File: config.mk
export PLATFORM = sky130hd
export DESIGN_NAME = multicycle_control
export DESIGN_NICKNAME = d
export VERILOG_FILES = /design/src/rtl/multicycle_control.sv
export SDC_FILE = /design/constraint.sdc
export NUM_CORES = 1
export LEC_CHECK = 0
export ABC_AREA = 0
export CORE_MARGIN = 2
export CORE_UTILIZATION = 49
export CTS_BUF_LIST = sky130_fd_sc_hd__clkbuf_16
export DETAILED_ROUTE_END_ITERATION = 8
export HOLD_SLACK_MARGIN = 0.06
export PLACE_DENSITY = 0.83
export SLEW_MARGIN = 20
export SYNTH_ARGS = -nofsm -noshare
export SYNTH_HDL_FRONTEND = slang
export SYNTH_SLANG_ARGS = --single-unit
File: constraint.sdc
create_clock -name clk -period 4.1 [get_ports clk]
set_clock_uncertainty 0.15 [all_clocks]
set_input_delay 0.615 -clock clk [delete_from_list [all_inputs] [get_ports clk]]
set_output_delay 0.615 -clock clk [all_outputs]
set_load 0.01 [all_outputs]
File: src/rtl/multicycle_control.sv
// Multicycle MIPS control FSM: sequences FETCH/DECODE/execute/writeback,
// stalls on mem_ready, traps illegal opcodes and memory timeouts into a
// sticky FAULT state, and counts retired instructions.
module multicycle_control #(
  parameter int unsigned     OPW      = 6,
  parameter logic [OPW-1:0]  OP_RTYPE = 6'h00,
  parameter logic [OPW-1:0]  OP_LW    = 6'h23,
  parameter logic [OPW-1:0]  OP_SW    = 6'h2B,
  parameter logic [OPW-1:0]  OP_BEQ   = 6'h04,
  parameter logic [OPW-1:0]  OP_J     = 6'h02,
  parameter logic [OPW-1:0]  OP_ADDI  = 6'h08,
  parameter int unsigned     MAX_WAIT = 15,
  parameter int unsigned     RETW     = 16
) (
  input  logic            clk,
  input  logic            rst,
  input  logic [OPW-1:0]  opcode,
  input  logic            mem_ready,
  output logic            pc_write,
  output logic            pc_write_cond,
  output logic            iord,
  output logic            mem_read,
  output logic            mem_write,
  output logic            ir_write,
  output logic            mem_to_reg,
  output logic            reg_dst,
  output logic            reg_write,
  output logic            alu_src_a,
  output logic [1:0]      alu_src_b,
  output logic [1:0]      alu_op,
  output logic [1:0]      pc_source,
  output logic            instr_done,
  output logic [RETW-1:0] retire_count,
  output logic            fault,
  output logic [1:0]      fault_code,
  output logic [3:0]      state
);

  localparam int unsigned           WAITW      = $clog2(MAX_WAIT + 1);
  localparam logic [WAITW-1:0]      WAIT_LIMIT = WAITW'(MAX_WAIT);

  typedef enum logic [3:0] {
    S_RESET  = 4'd0,
    S_FETCH  = 4'd1,
    S_DECODE = 4'd2,
    S_MEMADR = 4'd3,
    S_MEMRD  = 4'd4,
    S_MEMWB  = 4'd5,
    S_MEMWR  = 4'd6,
    S_EXEC   = 4'd7,
    S_ALUWB  = 4'd8,
    S_BRANCH = 4'd9,
    S_JUMP   = 4'd10,
    S_ADDIEX = 4'd11,
    S_ADDIWB = 4'd12,
    S_FAULT  = 4'd13
  } state_e;

  state_e            state_q, state_d;
  logic [WAITW-1:0]  wait_q, wait_d;
  logic [WAITW-1:0]  wait_inc;
  logic [RETW-1:0]   retire_q, retire_d;
  logic [1:0]        fault_code_q, fault_code_d;
  logic              is_mem_state;

  // State, wait counter, retire counter and fault code registers.
  always_ff @(posedge clk) begin
    // NOTE: non-blocking assignments here so every flop samples the
    // pre-edge values; blocking would make results depend on statement order.
    if (rst) begin
      state_q      <= S_RESET;
      wait_q       <= '0;
      retire_q     <= '0;
      fault_code_q <= 2'b00;
    end else begin
      state_q      <= state_d;
      wait_q       <= wait_d;
      retire_q     <= retire_d;
      fault_code_q <= fault_code_d;
    end
  end

  // Next-state sequencing, memory-wait tracking and fault trapping.
  always_comb begin
    // NOTE: every signal gets a default before the case so no path leaves
    // one unassigned, which would otherwise infer a latch.
    state_d      = state_q;
    wait_d       = '0;
    fault_code_d = fault_code_q;
    wait_inc     = wait_q + 1'b1;
    is_mem_state = (state_q == S_FETCH) || (state_q == S_MEMRD) ||
                   (state_q == S_MEMWR);

    case (state_q)
      S_RESET:  state_d = S_FETCH;
      S_FETCH:  if (mem_ready) state_d = S_DECODE;
      S_DECODE: begin
        case (opcode)
          OP_RTYPE:     state_d = S_EXEC;
          OP_LW, OP_SW: state_d = S_MEMADR;
          OP_BEQ:       state_d = S_BRANCH;
          OP_J:         state_d = S_JUMP;
          OP_ADDI:      state_d = S_ADDIEX;
          default: begin
            state_d      = S_FAULT;
            fault_code_d = 2'b01;
          end
        endcase
      end
      // The IR holds the opcode stable, so it still selects load vs store.
      S_MEMADR: state_d = (opcode == OP_LW) ? S_MEMRD : S_MEMWR;
      S_MEMRD:  if (mem_ready) state_d = S_MEMWB;
      S_MEMWR:  if (mem_ready) state_d = S_FETCH;
      S_EXEC:   state_d = S_ALUWB;
      S_ADDIEX: state_d = S_ADDIWB;
      S_MEMWB, S_ALUWB, S_BRANCH, S_JUMP, S_ADDIWB: state_d = S_FETCH;
      S_FAULT:  state_d = S_FAULT;
      default:  state_d = S_FAULT;
    endcase

    // A stalled memory access either keeps counting or times out.
    if (is_mem_state && !mem_ready) begin
      if (wait_inc == WAIT_LIMIT) begin
        state_d      = S_FAULT;
        fault_code_d = 2'b10;
      end else begin
        wait_d = wait_inc;
      end
    end
  end

  // Moore decode of control outputs; only FETCH and MEMWR look at mem_ready.
  always_comb begin
    pc_write      = 1'b0;
    pc_write_cond = 1'b0;
    iord          = 1'b0;
    mem_read      = 1'b0;
    mem_write     = 1'b0;
    ir_write      = 1'b0;
    mem_to_reg    = 1'b0;
    reg_dst       = 1'b0;
    reg_write     = 1'b0;
    alu_src_a     = 1'b0;
    alu_src_b     = 2'b00;
    alu_op        = 2'b00;
    pc_source     = 2'b00;
    instr_done    = 1'b0;

    case (state_q)
      S_FETCH: begin
        mem_read  = 1'b1;
        alu_src_b = 2'b01;
        ir_write  = mem_ready;
        pc_write  = mem_ready;
      end
      S_DECODE: alu_src_b = 2'b11;
      S_MEMADR: begin
        alu_src_a = 1'b1;
        alu_src_b = 2'b10;
      end
      S_MEMRD: begin
        mem_read = 1'b1;
        iord     = 1'b1;
      end
      S_MEMWB: begin
        reg_write  = 1'b1;
        mem_to_reg = 1'b1;
        instr_done = 1'b1;
      end
      S_MEMWR: begin
        mem_write  = 1'b1;
        iord       = 1'b1;
        instr_done = mem_ready;
      end
      S_EXEC: begin
        alu_src_a = 1'b1;
        alu_op    = 2'b10;
      end
      S_ALUWB: begin
        reg_write  = 1'b1;
        reg_dst    = 1'b1;
        instr_done = 1'b1;
      end
      S_BRANCH: begin
        alu_src_a     = 1'b1;
        alu_op        = 2'b01;
        pc_write_cond = 1'b1;
        pc_source     = 2'b01;
        instr_done    = 1'b1;
      end
      S_JUMP: begin
        pc_write   = 1'b1;
        pc_source  = 2'b10;
        instr_done = 1'b1;
      end
      S_ADDIEX: begin
        alu_src_a = 1'b1;
        alu_src_b = 2'b10;
      end
      S_ADDIWB: begin
        reg_write  = 1'b1;
        instr_done = 1'b1;
      end
      default: ;
    endcase
  end

  // Retire counter advances on every final instruction cycle, wrapping.
  always_comb begin
    retire_d = retire_q + RETW'(instr_done);
  end

  assign fault        = (state_q == S_FAULT);
  assign fault_code   = fault_code_q;
  assign retire_count = retire_q;
  assign state        = state_q;

endmodule
== Word-level counts from Yosys, hierarchy flattened ==
Cells that the tools add are included.

* Register bits after elaboration: 26
* Input bits: 9
* Output and inout port bits: 40
* Logic and storage cells: 68

* Add/sub/neg operators: 2
* Equal/unequal tests: 19
* Muxes and demuxes: 26
* Bitwise gates (word level): 1
* Reductions and logical operators: 16

{| class="wikitable"
|+ Operator list
! kind !! count
|-
| 4-bit one-hot mux with 8 select lines || 1
|-
| 4-bit == test, second input constant || 7
|-
| 4-bit 2-to-1 mux || 5
|-
| 4-bit one-hot mux with 5 select lines || 1
|-
| 16-bit by 1-bit adder with 16-bit output || 1
|-
| 4-bit by 3-bit == test with 1-bit output, second input constant || 4
|-
| 6-bit == test, second input constant || 2
|-
| 6-bit OR reduction || 2
|-
| 2-bit 2-to-1 mux || 5
|-
| 1-bit 2-to-1 mux || 9
|-
| 4-bit by 2-bit == test with 1-bit output, second input constant || 2
|-
| 2-bit one-hot mux with 2 select lines || 2
|-
| 2-bit OR reduction || 4
|-
| 6-bit by 2-bit == test with 1-bit output, second input constant || 1
|-
| 6-bit by 3-bit == test with 1-bit output, second input constant || 1
|-
| 6-bit by 4-bit == test with 1-bit output, second input constant || 1
|-
| 6-bit logical NOT || 1
|-
| 2-bit one-hot mux with 3 select lines || 1
|-
| 3-bit OR reduction || 2
|-
| 5-bit OR reduction || 1
|-
| 4-bit by 1-bit adder with 4-bit output, second input constant || 1
|-
| 4-bit by 1-bit == test with 1-bit output, second input constant || 1
|-
| 4-bit logical NOT || 1
|-
| 1-bit one-hot mux with 2 select lines || 2
|-
| other kinds (5) || 6
|}

== Longest topological paths before layout ==
Gate-level depths: netlist of run 1.

* Depth in word-level cells: 6
* Depth in mapped cells: 12
* Gate-level depth less buffers: 11

== Worst setup path before layout of run 1 ==
Ideal clock, no wire load.

* Path kind: flip-flop to flip-flop
* Start point: reg state_q[0] (netlist: state[0])
* End point: reg retire_q[10] (netlist: retire_count[10])
* Library setup time: 0.071 ns
* Data arrival time: 2.602 ns
* Data required time: 3.879 ns
* Slack: 1.277 ns
* Stages on the path, launching flop included: 12
* Buffers on the path: 2
* Clock period less this slack: 2.823 ns
* Path through: dfxtp_1 > clkbuf_1 > clkbuf_1 > maj3_1 > o21ai_0 > ha_1 > ha_1 > nand2_1 > nor2_1 > nand3_1 > or3_1 > a21oi_1

* Cells in the longest elaborated chain, start to end: 4
* Elaborated cells between the ends (all ways): 9
* Classes of those cells: add/sub: 1; eq/ne: 6; mux: 1; reduce/logical: 1

{| class="wikitable"
|+ Ends and longest elaborated chain
! what !! RTL line !! source
|-
| from (decl) || 59 || <nowiki>state_e state_q, state_d;</nowiki>
|-
| from (signal assigned) || 76 || <nowiki>state_q <= state_d;</nowiki>
|-
| 4-bit == test or 4-bit by 3-bit == test with 1-bit output (tied branches) || 149 || <nowiki>case (state_q)</nowiki>
|-
| 5-bit OR reduction (no source line) || n/a ||
|-
| 1-bit one-hot mux with 2 select lines (*) || 149 ||
|-
| net instr_done || 32 || <nowiki>output logic instr_done,</nowiki>
|-
| 16-bit by 1-bit adder with 16-bit output (*) || 210 || <nowiki>retire_d = retire_q + RETW'(instr_done);</nowiki>
|-
| to (signal assigned) || 78 || <nowiki>retire_q <= retire_d;</nowiki>
|-
| to (decl) || 62 || <nowiki>logic [RETW-1:0] retire_q, retire_d;</nowiki>
|}

Mark *: on every way through the listed nets, which the timed path passes. The rest lies on a longest branch.
A chain may end at the register's enable or synchronous reset.

== Worst setup path in the final report of run 1 ==
* Start point: in mem_ready
* End point: reg retire_q[10] (netlist: retire_count[10])

* Cells in the longest elaborated chain, start to end: 2

{| class="wikitable"
|+ Ends and longest elaborated chain
! what !! RTL line !! source
|-
| from (decl) || 18 || <nowiki>input logic mem_ready,</nowiki>
|-
| 1-bit one-hot mux with 2 select lines || 149 ||
|-
| 16-bit by 1-bit adder with 16-bit output || 210 ||
|}

Every way passes these cells.

==> impl_metrics.tcl, run 1 <==
set metrics [dict create \
    clk_pwr_share_pct 38.7 \
    top_area_cells_in_the_synthesized_netlist "dfxtp_1, nor2_1, xor2_1, xnor2_1, ha_1" \
    power_density_nw_per_um2 347 \
    max_cap_violations 0 \
    synth_fp_nets 202 \
    wl_um 3610 \
    area_share_of_the_leading_cell_type_in_the_synthesized_netlist_pct 35.1 \
    finalSetupViolations 0 \
    switching_share_pct 24.5 \
    result_of_the_run "finished clean" \
    fin_ws_ns 1.09 \
    terminus_of_the_critical_flop_to_flop_path "retire_count[10]" \
    hold_path_end "fault_code[0]" \
    total_leakage_power_nw 0.740 \
    synth_cell_types 41 \
    dp_hpwl_um 2700 \
    h_tree_level_count 1 \
    antenna_found_initial 0 \
    top_usage_layer "met2" \
    syn-mean-instance-area_um2 7.84 \
    synth_warn 0 \
    synthesis.instances 189 \
    placement_rows 19 \
    worst_path_max_delay_cell "clkdlybuf4s50_1" \
    die_width_um 59.0 \
    detailed_routing_iterations_pass_1 4 \
    cts_tree "yes" \
    cp_cell_sequence "clkdlybuf4s50_1, nand2_1, o21ai_0, nand2_1, o21ai_0, ha_1, ha_1, nand2_1, nor2_1, nand3_1, or3_1, a21oi_1" \
    cts.clk_slew.worst_paths_ns 0.06 \
    nNetsFinal 245 \
    largest_net_degree_at_the_start_of_global_routing 24 \
    cell_area_after_technology_mapping_um2 1480 \
    detailed_route_vias_per_instance 5.66 \
    grt_pass1_wl_um 6170 \
    power.sequential.fraction_pct 40.0 \
    critical_path.reg2reg.startpoint "state[0]" \
    dpl_worst_slack_ns 0.885 \
    cts_root_buffer "clkbuf_16" \
    area_of_the_die_um2 3480 \
    dr_total_vias 1482 \
    fin_crit_sh_pct 73.3 \
    grt_pass1_vias 1355 \
    global_route.usage.met1_pct 30.9 \
    synth-edff-count 0 \
    reg2reg_depth 11 \
    number_of_antenna_cells_inserted 0 \
    timing.critical_path.required_ns 4.12 \
    timing.max_slew.rel_slack_pct 46.3 \
    die_h_um 59.0 \
    detail_route.wl_per_cell_um 13.8 \
    synth_area_leader_cell "dfxtp_1" \
    cts.sink_count 26 \
    post-route-cell-area_um2 2050 \
    globalRouteMet2Util_pct 36.5 \
    detailed_place.area_um2 1950 \
    report.power.total_mw 0.712 \
    final_max_slew_viol_count 0 \
    cts-root-to-sink-buffers 2 \
    finalWeightedCongestion 0.872 \
    yosysSeqAreaShare_pct 35.1 \
    post_detailed_route_drc_marker_count 0 \
    ys_dominant_reg_cell "dfxtp_1" \
    post_synthesis_to_final_layout_area_growth_pct 38.5 \
    period_minus_slack_ns 3.01 \
    min_from "fault_code[0]" \
    cp_slowest_stage_delay_ns 0.56 \
    postSynthRegisterBits 26 \
    power.combinational.fraction_pct 21.3 \
    hold_path_depth 2 \
    clk-insertion-delay-late_ns 0.26 \
    layout-drive-gt1-share_pct 2.60 \
    setup_tns_ns 0 \
    grt_setup_unrepaired "false" \
    worst_setup_path_start_kind "input port" \
    portBuffers 48 \
    finalCoreUtilization_pct 73.2 \
    grt.total_usage_pct 22.5 \
    gr-usage-met3_pct 3.06 \
    min-delay-path-class "flop to flop" \
    crit_path_end_kind "flop" \
    synth-async-reset-ratio_pct 0 \
    crit_path_max_fanout 5 \
    cts_hold_repair.buffers 0 \
    max_freq_mhz 333 \
    timing_worst_slew_pin_value_ns 0.802 \
    antenna_violating_nets_post_route 0 \
    p_int_mw 0.537 \
    netSwitchingPower_mw 0.174 \
    timing_worst_setup_path_type "input port to flop" \
    drt_iter0_drc 66 \
    design.core.area_um2 2810 \
    postCtsSetupRepairBufs 0 \
    grt.overflow.total 0 \
    synth.cells.most_frequent "nor2_1, dfxtp_1, nand2_1" \
    design.portCount 49 \
    initial_core_util_pct 52.9 \
    synthMostInstantiatedCell "nor2_1" \
    critical-path-top-cell-by-count "nand2_1" \
    ir_worst_vdd_mv 0.218 \
    number_of_endpoints_with_negative_hold_slack_in_the_final_report 0 \
    numCtsBuffers 3 \
    worst-endpoint-arrival_ns 3.03 \
    cts-resized-gates 0 \
    r2r_setup_slack_ns 1.11 \
]
[how the worst max path moves through the flow]
stage          slack, ns               end      start
2_1_floorplan       1.28  retire_count[10]   state[0]
3_3_place_gp        0.97  retire_count[10]  mem_ready
3_5_place_dp        0.89  retire_count[10]  mem_ready
6_report            1.09  retire_count[10]  mem_ready
4_1_cts             1.10  retire_count[10]  mem_ready
5_1_grt             0.76  retire_count[15]   state[0]
[power groups by stage]
stage               Combinational, mW  Sequential, mW  Clock, mW
floorplan                      0.0958           0.277          0
global placement                0.148           0.288          0
detailed placement              0.151           0.289          0
CTS                             0.152           0.283      0.280
global route                    0.166           0.287      0.293
finish                          0.152           0.284      0.275
[kinds of logic (layout without fill, tap and decap cells)]
group                      after synthesis  after routing  synth area share [%]
xor gates and xnor gates                15             15                  8.86
DFF                                     26             26                  35.1
adders and majority gates                5              5                  4.05
AOI/OAI and AO/OA                       36             36                  16.1
and+or+nand+nor                         92             92                  31.0
buffers and inverters                   15             57                  4.89
[placed cells by master, fill, tap and decap left out, types with 2 or more instances in the layout]
cell and n:
clkdlybuf4s50_1 48, nor2_1 34, dfxtp_1 26, nand2_1 11, xor2_1 9, a21oi_1 8
nand3_1 8, nand2b_1 7, o21ai_0 7, xnor2_1 6, nor3_1 5, inv_1 5
nor4_1 5, nor2b_1 4, a21boi_0 4, and3_1 4, ha_1 4, a211oi_1 3
o22ai_1 3, nand4_1 3, clkbuf_16 3, or2b_1 2, o2111ai_1 2, or3b_1 2
a31oi_1 2, or3_1 2
[state kept, by name, indices dropped and copies added, names as in the netlist]
signal	count
fault_code	2
state	4
retire_count	16
wait_q	4
[metrics by stage]
stage	instances	hold WS [ns]
2_1_floorplan	189	0.296
3_3_place_gp	258	0.296
3_5_place_dp	258	0.303
4_1_cts	262	0.315
5_1_grt	262	0.354
6_report	262	0.314
[routing by layer]
metal / part of all wire (%) / up-vias
met4: 1.4 / 0
met5: 0 / -
li1: - / 746
met1: 47 / 680
met2: 47 / 48
met3: 5.1 / 8
[critical path: cells and delay by family]
kind | cells | cell delay (ns)
adders and majority gates | 2 | 0.46
AOI/OAI and AO/OA | 3 | 0.43
buffers and inverters | 1 | 0.56
and+or+nand+nor | 6 | 0.95
[area by class of cell]
| cell class | instances | area, µm² |
|---|---|---|
| multi-input cells | 148 | 890 |
| fillers | 240 | 752 |
| flip-flops and latches | 26 | 520 |
| repair buffers | 48 | 480 |
| clock buffers | 3 | 75.1 |
| well taps | 31 | 38.8 |
| clock inverters | 1 | 30.0 |
| inverters | 5 | 18.8 |
No activity file was read; power rests on OpenSTA's default activity.
==> inputs of run 2 (changes only) <==
--- a/config.mk
+++ b/config.mk
@@ -7,11 +7,11 @@
 export LEC_CHECK = 0
 export ABC_AREA = 0
 export CORE_MARGIN = 2
-export CORE_UTILIZATION = 49
+export CORE_UTILIZATION = 45
 export CTS_BUF_LIST = sky130_fd_sc_hd__clkbuf_16
 export DETAILED_ROUTE_END_ITERATION = 8
 export HOLD_SLACK_MARGIN = 0.06
-export PLACE_DENSITY = 0.83
+export PLACE_DENSITY = 0.77
 export SLEW_MARGIN = 20
 export SYNTH_ARGS = -nofsm -noshare
 export SYNTH_HDL_FRONTEND = slang
==> constraint.sdc (replaced) <==
create_clock -name clk -period 2.8 [get_ports clk]
set_clock_uncertainty 0.15 [all_clocks]
set_input_delay 0.42 -clock clk [delete_from_list [all_inputs] [get_ports clk]]
set_output_delay 0.42 -clock clk [all_outputs]
set_load 0.01 [all_outputs]
==> run 2 against run 1 <==
  * Flip-flop and latch count stayed put
  * Routed wire length is 3.0% lower
  * Clock power is 11% higher
  * Critical endpoint unchanged
==> impl_metrics.tcl, run 2 (synthesis results as in run 1) <==
set metrics [dict create \
    result_of_the_run "finished clean" \
    min-delay-path-class "flop to flop" \
    period_minus_slack_ns 2.53 \
    area_of_the_die_um2 3770 \
    fin_ws_ns 0.274 \
    detail_route.wl_per_cell_um 12.5 \
    timing.max_slew.rel_slack_pct 71.7 \
    startpoint "mem_ready" \
    min_from "fault_code[0]" \
    total_leakage_power_nw 0.762 \
    detailed_routing_iterations_pass_1 4 \
    post_detailed_route_drc_marker_count 0 \
    layout.cells.most_common_list "clkdlybuf4s50_1, nor2_1, dfxtp_1, nand2_1, xor2_1" \
    post_synthesis_to_final_layout_area_growth_pct 41.8 \
    finalCoreUtilization_pct 67.7 \
    grt_pass1_wl_um 5730 \
    die_h_um 61.4 \
    finalSetupViolations 0 \
    die_width_um 61.4 \
    cts.sink_count 26 \
    layout.cells.most_common "clkdlybuf4s50_1" \
    cts_hold_repair.buffers 0 \
    h_tree_level_count 1 \
    dpl_worst_slack_ns 0.0624 \
    worst-endpoint-arrival_ns 2.57 \
    ir_worst_vdd_mv 0.336 \
    nNetsFinal 252 \
    antenna_violating_nets_post_route 0 \
    dr_total_vias 1451 \
    grt_setup_unrepaired "false" \
    number_of_endpoints_with_negative_hold_slack_in_the_final_report 0 \
    grt.overflow.total 0 \
    grt_pass1_vias 1274 \
    wl_um 3500 \
    fin_crit_sh_pct 90.2 \
    power_density_nw_per_um2 451 \
    worst_setup_path_start_kind "input port" \
    max_cap_violations 0 \
    cts_root_buffer "clkbuf_16" \
    layout-drive-gt1-share_pct 6.33 \
    cts_tree "yes" \
    timing.critical_path.required_ns 2.84 \
    initial_core_util_pct 47.8 \
    grt.total_usage_pct 20.1 \
    dp_hpwl_um 2650 \
    final_max_slew_viol_count 0 \
    crit_path_end_kind "flop" \
    clk-insertion-delay-late_ns 0.25 \
    cts-root-to-sink-buffers 2 \
    critical_path.reg2reg.startpoint "state[1]" \
    hold_worst_slack_ns 0.309 \
    layout.cells.non_filler 281 \
    setup_tns_ns 0 \
    largest_register_ffs 16 \
    placement_rows 20 \
    antenna_found_initial 0 \
    place.detailed.instances 278 \
    crit_path_max_fanout 3 \
    detailed_route_vias_per_instance 5.16 \
    timing_worst_setup_path_type "input port to flop" \
    max_freq_mhz 396 \
    numCtsBuffers 3 \
    largest_net_degree_at_the_start_of_global_routing 14 \
    portBuffers 48 \
    fillers 289 \
    cts.clk_slew.worst_paths_ns 0.06 \
    design.portCount 49 \
    finalWeightedCongestion 0.849 \
    design.core.area_um2 3100 \
    timing_worst_slew_pin_value_ns 0.423 \
    drt_iter0_drc 73 \
    number_of_antenna_cells_inserted 0 \
]
[run 2: cell count changes in the layout (fill, tap and decap cells not counted), sizes merged]
cell / delta
buf: +7
bufinv: -1
[run 2: what timing repair did]
action,CTS,global route
setup endpoints to repair,0,3
buffers inserted,0,0
gates resized for setup,0,3
[run 2: final cells by class]
class	instances	area, µm²	share of cell area [%]
sequential	26	522	24.8
multi-input combinational	148	898	42.7
tap	44	55.1	2.62
timing repair buffer	55	533	25.4
clock buffer	3	75.1	3.57
inverter	5	18.8	0.893
[run 2: worst paths after layout]
check                      to  slack [ns]  cells past startpoint
max          retire_count[10]        0.27                     12
min             fault_code[0]        0.31                      2
max reg2reg  retire_count[10]        0.33                     11
min reg2reg     fault_code[0]        0.31                      2
[run 2: worst max-delay path, stage by stage]
cell             delay, ns
clkdlybuf4s50_1       0.48
nand2_1               0.07
o21ai_0               0.16
nand2_1               0.07
o21ai_1               0.10
ha_1                  0.22
ha_1                  0.20
nand2_1               0.11
nor2_2                0.14
nand3_1               0.10
or3_1                 0.36
a21oi_1               0.13
[run 2: power by group]
group          total (mW)  switching [mW]  internal (mW)  leakage, nW
combinational       0.237           0.110          0.127        0.514
clock               0.305           0.116          0.189       0.0370
sequential          0.406          0.0229          0.383        0.210
total               0.948           0.249          0.699        0.762
[run 2: metal layers]
layer  track usage, %  vias up  wire length, µm
met5                0        -                0
met1             29.4      644             1730
met3             3.36        4              179
li1                 -      761                -
met4             5.47        0               29
met2             30.7       42             1570
[run 2: through the flow]
stage / cell area [µm²] / power, mW
after floorplan: 1480 / 0.546
after global placement: 2020 / 0.650
after detailed placement: 2020 / 0.651
after CTS: 2090 / 0.960
after global routing: 2100 / 1.00
final: 2100 / 0.948
